**src/rtl/game_link_ctrl.sv**
```systemverilog
// Link/sequencing controller between the game FSM and the UART pair: SYNC/ACK start handshake,
// GAME phase timing, and score exchange with the rival board.
module game_link_ctrl #(
    parameter int unsigned GAME_CYCLES    = 1_950_000_000,
    parameter int unsigned RESEND_CYCLES  = 650_000,
    parameter int unsigned TIMEOUT_CYCLES = 65_000_000,
    parameter logic [7:0]  SYNC_B         = 8'hA5,
    parameter logic [7:0]  ACK_B          = 8'h5A,
    parameter logic [7:0]  HDR_B          = 8'hC3
) (
    input  logic       clk,
    input  logic       rst,
    input  logic [1:0] state_in,
    input  logic [7:0] my_score,
    input  logic [7:0] rx_data,
    input  logic       rx_valid,
    input  logic       tx_ready,
    output logic [7:0] tx_data,
    output logic       tx_start,
    output logic       start_sig,
    output logic       end_of_time,
    output logic [7:0] rival_score,
    output logic       link_err
);

    localparam int unsigned GW = $clog2(GAME_CYCLES + 1);
    localparam int unsigned RW = $clog2(RESEND_CYCLES + 1);
    localparam int unsigned TW = $clog2(TIMEOUT_CYCLES + 1);

    localparam logic [GW-1:0] GAME_LAST    = GW'(GAME_CYCLES - 1);
    localparam logic [GW-1:0] GAME_MAX     = GW'(GAME_CYCLES);
    localparam logic [RW-1:0] RESEND_LAST  = RW'(RESEND_CYCLES - 1);
    localparam logic [TW-1:0] TIMEOUT_LAST = TW'(TIMEOUT_CYCLES - 1);

    localparam logic [1:0] S_IDLE  = 2'b00;
    localparam logic [1:0] S_WAIT  = 2'b01;
    localparam logic [1:0] S_GAME  = 2'b10;
    localparam logic [1:0] S_SCORE = 2'b11;

    localparam logic [3:0] L_IDLE       = 4'd0;
    localparam logic [3:0] L_SYNC_TX    = 4'd1;
    localparam logic [3:0] L_SYNC_WAIT  = 4'd2;
    localparam logic [3:0] L_ACK_TX     = 4'd3;
    localparam logic [3:0] L_RUN        = 4'd4;
    localparam logic [3:0] L_HDR_TX     = 4'd5;
    localparam logic [3:0] L_DAT_TX     = 4'd6;
    localparam logic [3:0] L_SCORE_WAIT = 4'd7;
    localparam logic [3:0] L_DONE       = 4'd8;

    logic [3:0]    lstate;
    logic          armed;
    logic          rival_valid;
    logic [RW-1:0] resend_cnt;
    logic [TW-1:0] timeout_cnt;
    logic [GW-1:0] game_cnt;
    logic [1:0]    state_prev;

    logic sync_seen, ack_seen, score_strobe, tx_ok;

    // A byte following HDR_B is score data, so it never counts as SYNC or ACK.
    assign sync_seen    = rx_valid && !armed && (rx_data == SYNC_B);
    assign ack_seen     = rx_valid && !armed && (rx_data == ACK_B);
    assign score_strobe = rx_valid && armed;
    assign tx_ok        = tx_ready && !tx_start;

    always_ff @(posedge clk) begin
        if (rst) begin
            lstate      <= L_IDLE;
            armed       <= 1'b0;
            rival_valid <= 1'b0;
            rival_score <= '0;
            resend_cnt  <= '0;
            timeout_cnt <= '0;
            tx_start    <= 1'b0;
            tx_data     <= '0;
            start_sig   <= 1'b0;
            link_err    <= 1'b0;
        end else if (state_in == S_IDLE) begin
            lstate      <= L_IDLE;
            armed       <= 1'b0;
            rival_valid <= 1'b0;
            resend_cnt  <= '0;
            timeout_cnt <= '0;
            tx_start    <= 1'b0;
            start_sig   <= 1'b0;
            link_err    <= 1'b0;
        end else begin
            tx_start <= 1'b0;

            if (rx_valid) begin
                if (armed) begin
                    rival_score <= rx_data;
                    rival_valid <= 1'b1;
                    armed       <= 1'b0;
                end else if (rx_data == HDR_B) begin
                    armed <= 1'b1;
                end
            end

            case (lstate)
                L_IDLE: begin
                    if (state_in == S_WAIT) lstate <= L_SYNC_TX;
                end
                L_SYNC_TX: begin
                    if (tx_ok) begin
                        tx_start   <= 1'b1;
                        tx_data    <= SYNC_B;
                        resend_cnt <= '0;
                        lstate     <= L_SYNC_WAIT;
                    end
                end
                L_SYNC_WAIT: begin
                    if (sync_seen) begin
                        lstate <= L_ACK_TX;
                    end else if (ack_seen) begin
                        lstate    <= L_RUN;
                        start_sig <= 1'b1;
                    end else if (resend_cnt == RESEND_LAST) begin
                        lstate <= L_SYNC_TX;
                    end else begin
                        resend_cnt <= resend_cnt + RW'(1);
                    end
                end
                L_ACK_TX: begin
                    if (tx_ok) begin
                        tx_start  <= 1'b1;
                        tx_data   <= ACK_B;
                        lstate    <= L_RUN;
                        start_sig <= 1'b1;
                    end
                end
                L_RUN: begin
                    if (state_in == S_SCORE) lstate <= L_HDR_TX;
                end
                L_HDR_TX: begin
                    if (tx_ok) begin
                        tx_start <= 1'b1;
                        tx_data  <= HDR_B;
                        lstate   <= L_DAT_TX;
                    end
                end
                L_DAT_TX: begin
                    if (tx_ok) begin
                        tx_start    <= 1'b1;
                        tx_data     <= my_score;
                        timeout_cnt <= '0;
                        lstate      <= L_SCORE_WAIT;
                    end
                end
                L_SCORE_WAIT: begin
                    // A score landing on the expiry cycle still counts as received.
                    if (rival_valid || score_strobe) begin
                        lstate <= L_DONE;
                    end else if (timeout_cnt == TIMEOUT_LAST) begin
                        link_err    <= 1'b1;
                        rival_score <= '0;
                        lstate      <= L_DONE;
                    end else begin
                        timeout_cnt <= timeout_cnt + TW'(1);
                    end
                end
                L_DONE: begin
                end
                default: lstate <= L_IDLE;
            endcase
        end
    end

    always_ff @(posedge clk) begin
        if (rst) begin
            game_cnt    <= '0;
            state_prev  <= S_IDLE;
            end_of_time <= 1'b0;
        end else begin
            state_prev <= state_in;
            if (state_in == S_GAME) begin
                if (state_prev != S_GAME) begin
                    game_cnt <= '0;
                end else if (game_cnt != GAME_MAX) begin
                    game_cnt <= game_cnt + GW'(1);
                end
            end
            // The entry cycle is excluded because game_cnt still holds the previous round's count.
            end_of_time <= (state_in == S_GAME) && (state_prev == S_GAME) &&
                           (game_cnt >= GAME_LAST);
        end
    end

endmodule

```
**config.mk**
```make
export PLATFORM = sky130hd
export DESIGN_NAME = game_link_ctrl
export DESIGN_NICKNAME = d
export VERILOG_FILES = /design/src/rtl/game_link_ctrl.sv
export SDC_FILE = /design/constraint.sdc
export NUM_CORES = 1
export LEC_CHECK = 0
export BUFFER_PORTS_ARGS = -buffer_cell sky130_fd_sc_hd__buf_2
export CORE_ASPECT_RATIO = 1.4
export CORE_UTILIZATION = 55
export DETAILED_ROUTE_END_ITERATION = 7
export PLACE_DENSITY = 0.82
export REMOVE_ABC_BUFFERS = 1
export SYNTH_ARGS = -nofsm -noshare
export SYNTH_HDL_FRONTEND = slang
export SYNTH_SLANG_ARGS = --single-unit
export TNS_END_PERCENT = 5
```
**constraint.sdc**
```tcl
create_clock -name clk -period 4.57 [get_ports clk]
set_input_delay 0.457 -clock clk [delete_from_list [all_inputs] [get_ports clk]]
set_output_delay 0.457 -clock clk [all_outputs]
set_load 0.005 [all_outputs]
```
# [After elaboration in Yosys (flattened, before gate mapping)]
# Index checks and enable logic that the tools add are counted.
[op_classes] n_addsub=3 n_lt_le_gt_ge=1 eq_ne=33 n_mux=40 bitwise_logic=4 reduce_logical=28
[op_table] cell="$mux 20" n=4
[op_table] cell="$mux 26" n=3
[op_table] cell="$mux 8" n=9
[op_table] cell="$mux 31" n=2
[op_table] cell="$pmux 26 s2" n=1
[op_table] cell="$mux 4" n=11
[op_table] cell="$pmux 20 s2" n=1
[op_table] cell="$pmux 4 s9" n=1
[op_table] cell="$pmux 8 s4" n=1
[op_table] cell="$add 31x1->31 const B" n=1
[op_table] cell="$ge 31x31->1 const B" n=1
[op_table] cell="$ne 31x31->1 const B" n=1
[op_table] cell="$add 26x1->26 const B" n=1
[op_table] cell="$eq 26x26->1 const B" n=1
[op_table] cell="$ne 2x2->1 const B" n=13
[op_table] cell="$add 20x1->20 const B" n=1
[op_table] cell="$eq 20x20->1 const B" n=1
[op_table] cell="$eq 4x3->1 const B" n=4
[op_table] cell="$eq 8x8->1 const B" n=2
[op_table] cell="$reduce_and 9->1" n=1
[op_table] cell="$eq 4x2->1 const B" n=2
[op_table] cell="$eq 8x7->1 const B" n=1
[op_table] cell="$reduce_and 4->1" n=2
[op_table] cell="$reduce_bool 2->1" n=4
[op_table] cell="other kinds (22)" n=40
[word_totals] register_bits=105 word_cells=122

# [Logic depth before layout (Yosys ltp)]
# Gate-level depths: netlist (run 1).
[logic_depth] depth_word=6 depth_mapped=9

# [Worst setup path before layout (run 1)]
# No wires, ideal clock.
[synth_path] path_type="reg2reg" from="register timeout_cnt[0]" to="register lstate[2]" setup_time_ns=0.084 t_arrival_ns=2.094 setup_slack_ns=2.392 stages_incl_launch_ff=10 n_path_buf=2 period_less_slack_ns=2.178 path_cell_list="dfxtp_1 ha_1 buf_2 and4bb_1 nand4_1 o31a_1 buf_2 a211o_1 o21bai_4 o31ai_2"
[synth_via] elab_chain_len=3
[synth_lines] item="from (decl)" line="54" text="logic [TW-1:0] timeout_cnt;"
[synth_lines] item="from (signal assigned)" line="159" text="timeout_cnt <= timeout_cnt + TW'(1);"
[synth_lines] item="$eq 26x26->1" line="154" text="end else if (timeout_cnt == TIMEOUT_LAST) begin"
[synth_lines] item="$ne 3x3->1 (no source line)"
[synth_lines] item="$reduce_and 9->1 (no source line)"
[synth_lines] item="to (signal assigned)" line="153" text="lstate <= L_DONE;"
[synth_lines] item="to (signal assigned)" line="157" text="lstate <= L_DONE;"
[synth_lines] item="to (signal assigned)" line="164" text="default: lstate <= L_IDLE;"
[synth_lines] item="to (decl)" line="50" text="logic [3:0] lstate;"
# Every way passes these cells.
# A chain may end at the register's enable or synchronous reset.

# [Worst setup path after layout (run 1)]
[layout_path] from="register lstate[0]" to="register timeout_cnt[24]"
[layout_via] elab_chain_len=3
[layout_lines] item="from (signal assigned)" line="68" text="lstate <= L_IDLE;"
[layout_lines] item="from (signal assigned)" line="79" text="lstate <= L_IDLE;"
[layout_lines] item="from (signal assigned)" line="102" text="if (state_in == S_WAIT) lstate <= L_SYNC_TX;"
[layout_lines] item="$eq 4x3->1" line="100" text="case (lstate)"
[layout_lines] item="$ne 2x2->1 (no source line) / $reduce_bool 2->1 (equally long branches)"
[layout_lines] item="$reduce_and 4->1 (no source line)"
# Parallel ways exist; a longest one is shown, timed or not.

==> results of run 1 <==
==> cell type report <==
class                           instances  area, um2
Clock buffer                           12        246
Clock inverter                          4       26.3
Fill cell                             819       3600
Inverter                                7       26.3
Multi-Input combinational cell        493       3090
Sequential cell                       105       2100
Tap cell                              110        138
Timing Repair Buffer                   44        228
==> state kept, by name, summed over array words and instances (netlist names) <==
signal / flops
armed: 1
end_of_time: 1
game_cnt: 31
link_err: 1
lstate: 4
resend_cnt: 20
rival_score: 8
rival_valid: 1
start_sig: 1
state_prev: 2
timeout_cnt: 26
tx_data: 8
tx_start: 1
==> synth_stat cells, types with 3 or more instances <==
cell type / n
nand4_1: 21
o21ai_0: 16
nand3_1: 34
nor4bb_1: 7
o31ai_1: 8
and3_1: 9
and2_1: 5
xor2_1: 16
xnor2_1: 29
a211oi_1: 10
or3_1: 15
clkbuf_1: 19
inv_1: 7
o211ai_1: 12
nor4_1: 12
buf_4: 3
nor2_1: 89
o21ai_1: 5
buf_2: 5
or4_1: 14
nor4b_1: 4
nor2b_1: 7
nand2_1: 43
ha_1: 4
nor3_1: 15
and4_1: 5
nand2b_1: 5
dfxtp_1: 105
mux2i_1: 11
o21bai_1: 3
nor3b_1: 4
a21oi_1: 46
nand4b_1: 3
o2111ai_1: 3
==> cell families after synthesis <==
| group | count (synthesis) | synth area share |
|---|---|---|
| AOI/OAI and AO/OA | 123 | 0.156 |
| xor gates and xnor gates | 45 | 0.0735 |
| adders and majority gates | 4 | 0.00934 |
| buffers and inverters | 36 | 0.0313 |
| DFF | 105 | 0.392 |
| muxes | 11 | 0.0205 |
| and+or+nand+nor | 310 | 0.318 |
==> metrics by stage <==
| step | area (um2) | power, mW |
|---|---|---|
| finish | 5860 | 1.70 |
| global route | 5860 | 1.75 |
| CTS | 5860 | 1.72 |
| detailed placement | 5580 | 1.01 |
| global placement | 5580 | 1.01 |
| floorplan | 5220 | 0.979 |
==> worst register-to-register path: cells and delay by family (launching register included) <==
kind	cells	cell delay [ns]
DFF	1	0.64
and+or+nand+nor	2	0.71
AOI/OAI and AO/OA	4	1.25
==> power breakdown <==
| part | switching (mW) | total [mW] | internal [mW] |
|---|---|---|---|
| clock | 0.327 | 0.711 | 0.385 |
| sequential | 0.00350 | 0.921 | 0.918 |
| combinational | 0.0450 | 0.0671 | 0.0221 |
==> path summary, 6_finish.rpt <==
| path | from | endpoint | slack, ns |
|---|---|---|---|
| worst max register to register | lstate[0] | timeout_cnt[24] | 1.90 |
| worst min register to register | resend_cnt[19] | resend_cnt[19] | 0.48 |
| worst min-delay path | rx_data[3] | rival_score[3] | 0.38 |
| worst max-delay path | lstate[0] | timeout_cnt[24] | 1.90 |
==> metal layers <==
layer  up-vias  wire [um]  GRT usage
met2        91       6430      0.443
met4         0        277      0.130
met3        25        326     0.0412
met5         -          0          0
met1      2305       4940      0.257
li1       2387          -          -
==> results_dict.tcl, run 1 <==
set metrics [dict create \
    status "complete, no violations" \
    grt-ovfl-total 0 \
    start_util 0.567 \
    finalWorstSetupSlack_ns 1.90 \
    hold_slack_ns 0.377 \
    place_inst 759 \
    cp.arrival_ns 2.93 \
    end_kind "register" \
    finalSetupViolations 0 \
    worstPathRequired_ns 4.83 \
    cp_cell_sequence "nand4b_1, a211oi_2, o31a_1, o2111ai_2, or4_1, a21oi_1" \
    syn_area_per_cell_um2 8.45 \
    synth_top_area_cell "dfxtp_1" \
    vdd_drop_max_uv 224 \
    crit_buf_inv 0 \
    insertion_delay_ns 0.34 \
    fp.dieArea_um2 10100 \
    cts.sinks 105 \
    viasPerCell 6.20 \
    cts_htree_levels 3 \
    finalNonFillerCells 775 \
    ctsResizeCount 0 \
    grt_max_degree 38 \
    cts_setup_buffers 0 \
    die_w_um 85.4 \
    place_congestion 0.884 \
    p_leak_nw 2.00 \
    most-common-layout-cells "dfxtp_1, nor2_1, a21oi_1" \
    dpl_worst_slack_ns 1.95 \
    tightest_slew_ns 1.16 \
    ys_warn_count 0 \
    drive_above_1_share 0.111 \
    drc 0 \
    ff2ff_path_depth 6 \
    holdPathStages 3 \
    root_buffer "clkbuf_16" \
    io_pins 42 \
    mostFrequentLayoutCell "dfxtp_1" \
    crit_fanout 17 \
    syn2layout_area_growth_pct 9.27 \
    yosysUniqueCellTypes 63 \
    finalHoldViolCount 0 \
    post_drt_wl_per_cell_um 15.5 \
    cts_inserted_buffers 9 \
    drtPass1Iterations 5 \
    synth_area_leaders "dfxtp_1, nor2_1, xnor2_1" \
    rsz0062_at_grt "false" \
    synth_edf_count 0 \
    async_reset_ff_frac 0 \
    dr_total_vias 4808 \
    final.period_utilization 0.585 \
    hpwl_mm 8.56 \
    layout.nets 686 \
    tns_ns 0 \
    drt-initial-drc-count 242 \
    final_antenna_net_count 0 \
    startpoint_type "register" \
    grt_pass1_vias 4609 \
    final_util 0.619 \
    cts_buffer_depth 2 \
    netlist_area_um2 5360 \
    hold_path_class "primary input to register" \
    slowest_delay_ns 0.64 \
    period_minus_slack_ns 2.67 \
    wl_mm 12.0 \
    cts_tree "yes" \
    crit_type "register to register" \
    path_depth 6 \
    grt_pass1_wl_mm 20.0 \
    slew_headroom 0.228 \
    yosys_register_bits 105 \
    holdBufCountCts 0 \
    coreArea_um2 9460 \
    skew_ns 0.00864 \
    antenna_found_initial 0 \
    die_y_um 119 \
    cap_violations 0 \
    insertedDiodeCount 0 \
    fmax_mhz 374 \
    cp_top_family "compound AO/OA/AOI/OAI gates" \
    synth_cells 634 \
    synth_top_flop_cell "dfxtp_1" \
    rows 42 \
    grt_usage 0.241 \
    seq_area_frac_synth 0.392 \
    critPathSlowestCell "dfxtp_1" \
    p_per_area_nw_per_um2 290 \
    cts.clk_slew.worst_paths_ns 0.07 \
    port_buffers 41 \
    yosysTopAreaCellShare 0.392 \
    slew_viol_final 0 \
]
Note: power is estimated with default switching activity, not from simulation.
==> run 2: changes to the inputs <==
--- a/config.mk
+++ b/config.mk
@@ -7,9 +7,9 @@
 export LEC_CHECK = 0
 export BUFFER_PORTS_ARGS = -buffer_cell sky130_fd_sc_hd__buf_2
 export CORE_ASPECT_RATIO = 1.4
-export CORE_UTILIZATION = 55
+export CORE_UTILIZATION = 54
 export DETAILED_ROUTE_END_ITERATION = 7
-export PLACE_DENSITY = 0.82
+export PLACE_DENSITY = 0.84
 export REMOVE_ABC_BUFFERS = 1
 export SYNTH_ARGS = -nofsm -noshare
 export SYNTH_HDL_FRONTEND = slang
==> constraint.sdc (replaced) <==
create_clock -name clk -period 2.4 [get_ports clk]
set_input_delay 0.24 -clock clk [delete_from_list [all_inputs] [get_ports clk]]
set_output_delay 0.24 -clock clk [all_outputs]
set_load 0.005 [all_outputs]
==> results_dict.tcl, run 2 (synthesis results as in run 1) <==
set metrics [dict create \
    grt_pass1_vias 5024 \
    startpoint_type "register" \
    hold_path_class "primary input to register" \
    coreArea_um2 9560 \
    finalHoldViolCount 0 \
    mostFrequentLayoutCell "dfxtp_1" \
    cts_inserted_buffers 9 \
    skew_ns 0.00794 \
    holdBufCountCts 0 \
    start_util 0.560 \
    insertion_delay_ns 0.35 \
    period_minus_slack_ns 2.21 \
    rsz0062_at_grt "false" \
    drtPass1Iterations 5 \
    cts.clk_slew.worst_paths_ns 0.07 \
    viasPerCell 6.09 \
    syn2layout_area_growth_pct 14.1 \
    grt_usage 0.260 \
    root_buffer "clkbuf_16" \
    cts_buffer_depth 2 \
    layout.nets 712 \
    hpwl_mm 9.25 \
    tightest_slew_ns 0.577 \
    most-common-layout-cells "dfxtp_1, nor2_1, a21oi_1" \
    grt_max_degree 38 \
    die_y_um 120 \
    dr_total_vias 5015 \
    drc 0 \
    cts_htree_levels 3 \
    finalSetupViolations 0 \
    antenna_found_initial 0 \
    io_pins 42 \
    fmax_mhz 452 \
    cts.sinks 105 \
    regMostFlops "game_cnt" \
    status "complete, no violations" \
    post_drt_wl_per_cell_um 15.9 \
    fp.dieArea_um2 10300 \
    p_per_area_nw_per_um2 546 \
    drt-initial-drc-count 313 \
    worstPathRequired_ns 2.68 \
    placed_cell_area_um2 5810 \
    crit_fanout 9 \
    slew_headroom 0.610 \
    final_antenna_net_count 0 \
    reg_top3 "game_cnt (31), timeout_cnt (26), resend_cnt (20)" \
    crit_type "register to register" \
    end_kind "register" \
    reg2reg_from "lstate[2]" \
    hold_path_startpoint "rx_data[3]" \
    grt-ovfl-total 0 \
    drive_above_1_share 0.149 \
    p_leak_nw 2.15 \
    largest_reg_flops 31 \
    vdd_drop_max_uv 409 \
    rows 42 \
    die_w_um 86.2 \
    port_buffers 41 \
    final.period_utilization 0.921 \
    cp-startpoint "lstate[2]" \
    insertedDiodeCount 0 \
    cp.arrival_ns 2.49 \
    cts_tree "yes" \
    wl_mm 13.1 \
    place_congestion 0.913 \
    finalInstanceArea_um2 6120 \
    cap_violations 0 \
    grt_pass1_wl_mm 21.6 \
    hold_slack_ns 0.155 \
    slew_viol_final 0 \
]
==> run 2: final cells by class <==
class                      instances  area [um2]
clock buffer                      11         233
clock inverter                     5        56.3
sequential                       105        2100
fill                             782        3450
timing repair buffer              70         435
inverter                           7        26.3
multi-input combinational        493        3100
tap                              132         165
==> run 2: worst max-delay path: stages, from the launching register on <==
cell	delay [ns]
dfxtp_1	0.41
nor4bb_2	0.59
and2_1	0.26
o2111ai_2	0.26
or4_1	0.47
a21oi_1	0.15
==> run 2: report_power, final <==
group	internal, mW	switching, mW
Sequential	1.75	0.00554
Combinational	0.0535	0.0919
Clock	0.808	0.632
Total	2.61	0.730
==> run 2: timing repair <==
action / CTS / global route
setup endpoints to repair: 0 / 3
resized for setup: 0 / 3
buffers inserted: 0 / 1
==> run 2: metrics by stage <==
stage	setup WS (ns)	cells	util	power, mW	setup TNS, ns
after floorplan	-0.292	605	-	1.86	-5.11
after global placement	0.268	806	0.608	1.93	0
after detailed placement	0.183	806	0.608	1.94	0
after CTS	0.111	822	0.638	3.35	0
after global routing	0.0179	823	0.639	3.44	0
final	0.189	823	0.639	3.34	0
==> run 2: worst paths after layout <==
| path | depth (start not counted) | end | slack (ns) |
|---|---|---|---|
| max | 5 | timeout_cnt[24] | 0.19 |
| min | 3 | rival_score[3] | 0.15 |
| max reg2reg | 5 | timeout_cnt[24] | 0.19 |
| min reg2reg | 2 | resend_cnt[19] | 0.48 |
==> run 2: layer usage <==
metal	wire (um)	part of all wire	global-route usage	up-vias
met1	4910	0.38	0.268	2395
met5	0	0	0	-
li1	-	-	-	2427
met2	7300	0.56	0.489	163
met3	498	0.038	0.0406	30
met4	346	0.027	0.144	0
